$ cat config.mk
export PLATFORM = sky130hd
export DESIGN_NAME = instruction_fetch
export DESIGN_NICKNAME = d
export VERILOG_FILES = /design/src/rtl/fetch_pkg.sv /design/src/rtl/if_id_register.sv /design/src/rtl/instruction_fetch.sv
export VERILOG_INCLUDE_DIRS = /design/src /design/src/rtl/common
export SDC_FILE = /design/constraint.sdc
export NUM_CORES = 1
export LEC_CHECK = 0
export ABC_AREA = 1
export BUFFER_PORTS_ARGS = -buffer_cell sky130_fd_sc_hd__buf_4
export CORE_MARGIN = 10
export CORE_UTILIZATION = 50
export CTS_CLUSTER_SIZE = 14
export DETAILED_ROUTE_END_ITERATION = 12
export PLACE_DENSITY = 0.79
export SETUP_SLACK_MARGIN = 0.2
export SLEW_MARGIN = 0
export SYNTH_ARGS = -nofsm -noshare
export SYNTH_HDL_FRONTEND = slang
export SYNTH_SLANG_ARGS = --single-unit
$ cat constraint.sdc
create_clock -name clk -period 7.6 [get_ports clk]
set_input_delay 1.52 -clock clk [delete_from_list [all_inputs] [get_ports clk]]
set_output_delay 1.52 -clock clk [all_outputs]
set_load 0.05 [all_outputs]
$ cat src/rtl/common/defines.svh
// Core-wide width and encoding macros shared by the fetch stage and its consumers.
`ifndef COMMON_DEFINES_SVH
`define COMMON_DEFINES_SVH

`define DATA_WIDTH      32
`define INSTR_WIDTH     32
`define NOP_INSTRUCTION 32'h0000_0013

`endif

$ cat src/rtl/fetch_pkg.sv
// Shared fetch types: IF/ID payload struct, bubble constant and default reset PC.
// FETCH_MISALIGN_TRAP_EN adds the misaligned flag to the IF/ID payload.
`include "common/defines.svh"

package fetch_pkg;

  localparam int unsigned DATA_W  = `DATA_WIDTH;
  localparam int unsigned INSTR_W = `INSTR_WIDTH;

  localparam logic [INSTR_W-1:0] NOP_INSTR        = `NOP_INSTRUCTION;
  localparam logic [DATA_W-1:0]  DEFAULT_RESET_PC = DATA_W'(32'h0000_0000);

`ifdef FETCH_MISALIGN_TRAP_EN
  typedef struct packed {
    logic               valid;
    logic [DATA_W-1:0]  pc;
    logic [DATA_W-1:0]  pc_plus4;
    logic [INSTR_W-1:0] instr;
    logic               misaligned;
  } if_id_t;

  localparam if_id_t IF_ID_BUBBLE = '{valid: 1'b0, pc: '0, pc_plus4: '0,
                                      instr: NOP_INSTR, misaligned: 1'b0};
`else
  typedef struct packed {
    logic               valid;
    logic [DATA_W-1:0]  pc;
    logic [DATA_W-1:0]  pc_plus4;
    logic [INSTR_W-1:0] instr;
  } if_id_t;

  localparam if_id_t IF_ID_BUBBLE = '{valid: 1'b0, pc: '0, pc_plus4: '0,
                                      instr: NOP_INSTR};
`endif

endpackage

$ cat src/rtl/if_id_register.sv
// Pipeline register with stall/flush; flush beats stall, reset loads a bubble.
// Payload layout depends on FETCH_MISALIGN_TRAP_EN through fetch_pkg::if_id_t.
module if_id_register
  import fetch_pkg::*;
(
  input  logic   clk,
  input  logic   rst,
  input  logic   stall,
  input  logic   flush,
  input  if_id_t d,
  output if_id_t q
);

  always_ff @(posedge clk or posedge rst) begin
    if (rst) begin
      q <= IF_ID_BUBBLE;
    end else if (flush) begin
      q <= IF_ID_BUBBLE;
    end else if (!stall) begin
      q <= d;
    end
  end

endmodule

$ cat src/rtl/instruction_fetch.sv
// Fetch stage: PC register, instruction memory address and IF/ID capture.
// FETCH_MISALIGN_TRAP_EN keeps unaligned redirect targets and flags them in IF/ID.
module instruction_fetch
  import fetch_pkg::*;
#(
  parameter logic [DATA_W-1:0] RESET_PC = DEFAULT_RESET_PC
) (
  input  logic               clk,
  input  logic               rst,
  input  logic               stall_f,
  input  logic               flush_d,
  input  logic               redirect_valid,
  input  logic [DATA_W-1:0]  redirect_target,
  output logic [DATA_W-1:0]  imem_addr,
  input  logic [INSTR_W-1:0] imem_instr,
  output logic               if_id_valid,
  output logic [DATA_W-1:0]  if_id_pc,
  output logic [DATA_W-1:0]  if_id_pc_plus4,
`ifdef FETCH_MISALIGN_TRAP_EN
  output logic               if_id_misaligned,
`endif
  output logic [INSTR_W-1:0] if_id_instr
);

  logic [DATA_W-1:0] pc_f;
  logic [DATA_W-1:0] pc_plus4_c;
  logic [DATA_W-1:0] pc_target_c;
  logic [DATA_W-1:0] pc_next_c;
  if_id_t            if_id_d_c;
  if_id_t            if_id_q;

  assign pc_plus4_c = pc_f + DATA_W'(4);

`ifdef FETCH_MISALIGN_TRAP_EN
  assign pc_target_c = redirect_target;
`else
  assign pc_target_c = redirect_target & ~DATA_W'(3);
`endif

  // Redirect outranks stall; otherwise advance by one word (wraps naturally).
  always_comb begin
    pc_next_c = pc_plus4_c;
    if (redirect_valid) begin
      pc_next_c = pc_target_c;
    end else if (stall_f) begin
      pc_next_c = pc_f;
    end
  end

  always_ff @(posedge clk or posedge rst) begin
    if (rst) begin
      pc_f <= RESET_PC;
    end else begin
      pc_f <= pc_next_c;
    end
  end

  always_comb begin
    if_id_d_c          = IF_ID_BUBBLE;
    if_id_d_c.valid    = 1'b1;
    if_id_d_c.pc       = pc_f;
    if_id_d_c.pc_plus4 = pc_plus4_c;
    if_id_d_c.instr    = imem_instr;
`ifdef FETCH_MISALIGN_TRAP_EN
    if (pc_f[1:0] != 2'b00) begin
      if_id_d_c.instr      = NOP_INSTR;
      if_id_d_c.misaligned = 1'b1;
    end
`endif
  end

  // A redirect discards the wrong-path word currently at pc_f.
  if_id_register u_if_id (
    .clk   (clk),
    .rst   (rst),
    .stall (stall_f),
    .flush (flush_d | redirect_valid),
    .d     (if_id_d_c),
    .q     (if_id_q)
  );

  assign imem_addr      = pc_f;
  assign if_id_valid    = if_id_q.valid;
  assign if_id_pc       = if_id_q.pc;
  assign if_id_pc_plus4 = if_id_q.pc_plus4;
  assign if_id_instr    = if_id_q.instr;
`ifdef FETCH_MISALIGN_TRAP_EN
  assign if_id_misaligned = if_id_q.misaligned;
`endif

endmodule

Yosys cells after proc, flatten, opt, wreduce, memory -nomap -nowiden

Cells that the tools add are included.

Word-level logic and storage cells: 13
Register bits: 129
Output and inout bits: 129
Input port bits: 69

Equality and inequality tests: 2
Add/sub/neg operators: 1
Multiplexer cells: 4
Bitwise operators: 1

Operators with widths:

| cell                  | count |
|---|---|
| $mux 97               | 2 |
| $mux 32               | 2 |
| $add 32x3->32 const B | 1 |
| $ne 2x1->1 const B    | 2 |
| $or 1x1->1            | 1 |

Logic depth before layout (Yosys ltp)

Word-level depth: 3
Mapped depth: 10
Gate-level depth less buffers: 10

Modules after synthesis

From an unflattened synthesis, not the netlist that was laid out.

Cells, all modules: 799
Area, all modules: 6303.5 um^2

By module, submodules not included:

| module            | seq. area each (um^2) | area an instance (um^2) | instances | cells each |
|---|---|---|---|---|
| if_id_register    | 2431.1                | 3897.5                  | 1         | 430 |
| instruction_fetch | 750.7                 | 2406.1                  | 1         | 369 |

Worst setup path before layout

OpenSTA, ideal clock, no wires.

Path kind: input-to-reg
Start: input redirect_valid
End: register u_if_id.q[66] (netlist bit)
Stages on the path: 8
Arrival: 2.401 ns
Required time: 7.523 ns
Buffers on the path: 3
Setup slack: 5.122 ns
Setup time: 0.077 ns
Path through: buf_2 -> nor2_1 -> inv_2 -> nor2_4 -> buf_6 -> buf_6 -> nand2_1 -> o21ai_1

Cells in the longest elaborated chain, start to end: 2
Elaborated cells on any way between the ends: 3
Classes of those cells: 1 x eq/ne; 1 x mux; 1 x bitwise

Ends and longest elaborated chain:

| what                                                   | RTL line                | RTL |
|---|---|---|
| start: declaration                                     | instruction_fetch.sv:12 | `input logic redirect_valid,` |
| $or 1x1->1 (*)                                         | instruction_fetch.sv:77 | `.flush (flush_d \| redirect_valid),` |
| $ne 2x1->1 (no source line) or $mux 97 (tied branches) | n/a                     |  |
| end signal: assignment                                 | if_id_register.sv:16    | `q <= IF_ID_BUBBLE;` |
| end signal: assignment                                 | if_id_register.sv:18    | `q <= IF_ID_BUBBLE;` |
| end signal: assignment                                 | if_id_register.sv:20    | `q <= d;` |
| end: declaration                                       | if_id_register.sv:11    | `output if_id_t q` |

Every way passes the cells marked *; elsewhere a longest branch is shown, timed or not.
A chain may end at the register's enable or synchronous reset.

Worst setup path in the final report

Start: input redirect_valid
End: register u_if_id.q[0] (netlist bit)

Same word-level chain as after synthesis.

==> impl_metrics.json <==
{
  "boundaryPins": 198,
  "antenna_found_initial": 0,
  "setup_viol": 0,
  "end_kind": "flip-flop",
  "hp-class": "reg2reg",
  "worst_pin_slew_ns": 1.24,
  "num_rows": 39,
  "drtIter0Drc": 510,
  "vdd_ir_drop_max_v": 0.000156,
  "layout_commonest_cell": "nand2_1",
  "coreArea_sq_mm": 0.0115,
  "clk_pin_slew_ns": 0.05,
  "finalNonFillerCells": 1006,
  "initial_core_util_pct": 51.2,
  "yosysWarnings": 0,
  "fmax_mhz": 310,
  "maxSlewViolCount": 0,
  "htreeDepth": 4,
  "critical_path_class": "in2reg",
  "fillers": 893,
  "cts_buffers": 17,
  "drt_pre_antenna_iters": 5,
  "drc": 0,
  "clk_latency_ns": 0.41,
  "slew_headroom_pct": 17.0,
  "diodes": 0,
  "syn_to_final_growth_pct": 35.2,
  "synth_top_area_share_pct": 51.1,
  "cts-root-buf": "clkbuf_16",
  "max_cap_viol_count": 0,
  "cts_setup_buffers": 0,
  "placed_cells": 974,
  "power_density_mw_per_mm2": 244,
  "met1_length_mm": 7.32,
  "period_share_pct": 42.4,
  "tritoncts": "yes",
  "final_antenna_net_count": 0,
  "status": "complete, no violations",
  "die-area_sq_mm": 0.0165,
  "synth-seq-area-share_pct": 52.5,
  "ys_top_cells_by_area": "dfrtp_1 (51%), nand2_1 (16%), a22o_1 (4.5%)",
  "wl_met2_mm": 8.52,
  "drive_above_1_share_pct": 32.1,
  "arrival_ns": 3.55,
  "dp_hpwl_mm": 12.6,
  "cts_num_sinks": 123,
  "routedWlPerCell_microns": 17.5,
  "cts-resized-gates": 0,
  "p_total_mw": 1.93,
  "critPathMaxFanout": 61,
  "final_cell_mix": "nand2_1 (255), buf_4 (191), dfrtp_1 (120), inv_1 (51), o21ai_1 (42)",
  "cp_data_required_time_ns": 7.93,
  "synthesis.instances": 666,
  "cts_hold_buf": 0,
  "syn_area_per_cell_sq_um": 8.82,
  "die_y_microns": 128,
  "grt_pass1_vias": 5372,
  "fin_nets": 920,
  "vias_per_cell": 5.18,
  "globalplace.congestion": 0.901,
  "rsz0062_at_grt": "false",
  "final.setup.tns_ns": 0,
  "layout_setup_ws_ns": 4.38,
  "port_buffers": 189,
  "clk_path_buf_depth": 2,
  "fp.dieW_microns": 128,
  "hold_viol_final": 0,
  "vias": 5211,
  "ys_seq_elements": 123,
  "yosysTopAreaCell": "dfrtp_1",
  "dr_wl_met3_mm": 1.39,
  "fin_skew_ns": 0.0102,
  "grt_max_degree": 80,
  "grt_pass1_wl_mm": 27.9,
  "grt_use_total_pct": 21.1,
  "fin_crit_ns": 3.22,
  "synth_cell_types": 31,
  "grt.overflow.total": 0,
  "synth_area_sq_mm": 0.00587,
  "power.leakage_nw": 4.31,
  "post-place-ws_ns": 3.99,
  "wl_mm": 17.6,
  "highest_layer": "met4",
  "critPathLaunchType": "primary input"
}
==> where the power goes <==
| group | internal, mW | leakage, nW | total (mW) | switching [mW] |
|---|---|---|---|---|
| clock | 0.573 | 0.305 | 0.863 | 0.289 |
| combinational | 0.100 | 2.37 | 0.343 | 0.243 |
| sequential | 0.689 | 1.63 | 0.728 | 0.0383 |
| total | 1.36 | 4.31 | 1.93 | 0.570 |
==> logic make-up after synthesis <==
family	after synthesis	share of synthesized area [%]
simple gates	335	26.0
flops	123	52.5
compound gates	103	11.4
buf+inv	92	7.37
xor+xnor	11	2.41
fa+ha+maj	1	0.213
other cells	1	0.0639
==> layer usage <==
metal / vias up / global-route usage (%)
met1: 2500 / 26.1
met2: 220 / 34.3
li1: 2468 / -
met3: 23 / 6.16
met4: 0 / 7.88
met5: - / 0
==> cells in the mapped netlist <==
cell type / number
xnor2_1: 1
nand2_1: 255
o21ai_0: 12
o22a_1: 3
a22o_1: 30
a21oi_1: 5
ha_1: 1
nor2_2: 6
conb_1: 1
nor2_4: 9
nand2_4: 6
o21ai_1: 42
nand3_1: 19
o21bai_1: 3
and2_1: 3
inv_2: 9
xor2_1: 4
buf_2: 16
xor2_2: 6
o21ai_2: 3
nor2_1: 25
inv_1: 52
nor2_8: 6
nand2_2: 5
or2_2: 1
clkbuf_1: 3
buf_6: 6
dfrtp_1: 120
buf_4: 6
o211ai_1: 5
dfstp_2: 3
==> state kept, by name, summed over array words and instances (netlist names) <==
| name | flops |
|---|---|
| u_if_id.q | 93 |
| imem_addr | 30 |
==> metrics by stage <==
stage	utilization (%)	hold slack (ns)	cell area, sq um
detailed placement	63.7	0.467	7300
global placement	63.7	0.457	7300
floorplan	-	0.673	5890
CTS	69.2	0.482	7940
global route	69.2	0.498	7940
finish	69.2	0.475	7940
==> worst max-delay path: stages <==
cell,delay (ns)
buf_4,0.25
nor2_1,0.18
inv_2,0.10
nor2_4,0.50
buf_4,0.66
inv_2,0.10
o22a_1,0.23
==> layout make-up <==
class	count	area [sq um]	share of cell area [%]
Sequential cell	123	3080	38.8
Multi-Input combinational cell	456	2380	29.9
Timing Repair Buffer	191	1430	18.1
Clock buffer	21	470	5.93
Inverter	61	231	2.92
Tap cell	143	179	2.25
Clock inverter	11	166	2.10
==> path summary, 6_finish.rpt <==
kind	start	to	slack, ns	cells past startpoint
setup / recovery	redirect_valid	u_if_id.q[0]	4.38	7
hold reg to reg	u_if_id.q[73]	u_if_id.q[73]	0.48	2
max in group asynchronous	rst	u_if_id.q[94]	5.00	3
hold / removal	u_if_id.q[73]	u_if_id.q[73]	0.48	2
min in group asynchronous	rst	u_if_id.q[82]	1.16	2
setup reg to reg	imem_addr[3]	imem_addr[28]	5.94	10
(Power assumes the default switching activity.)
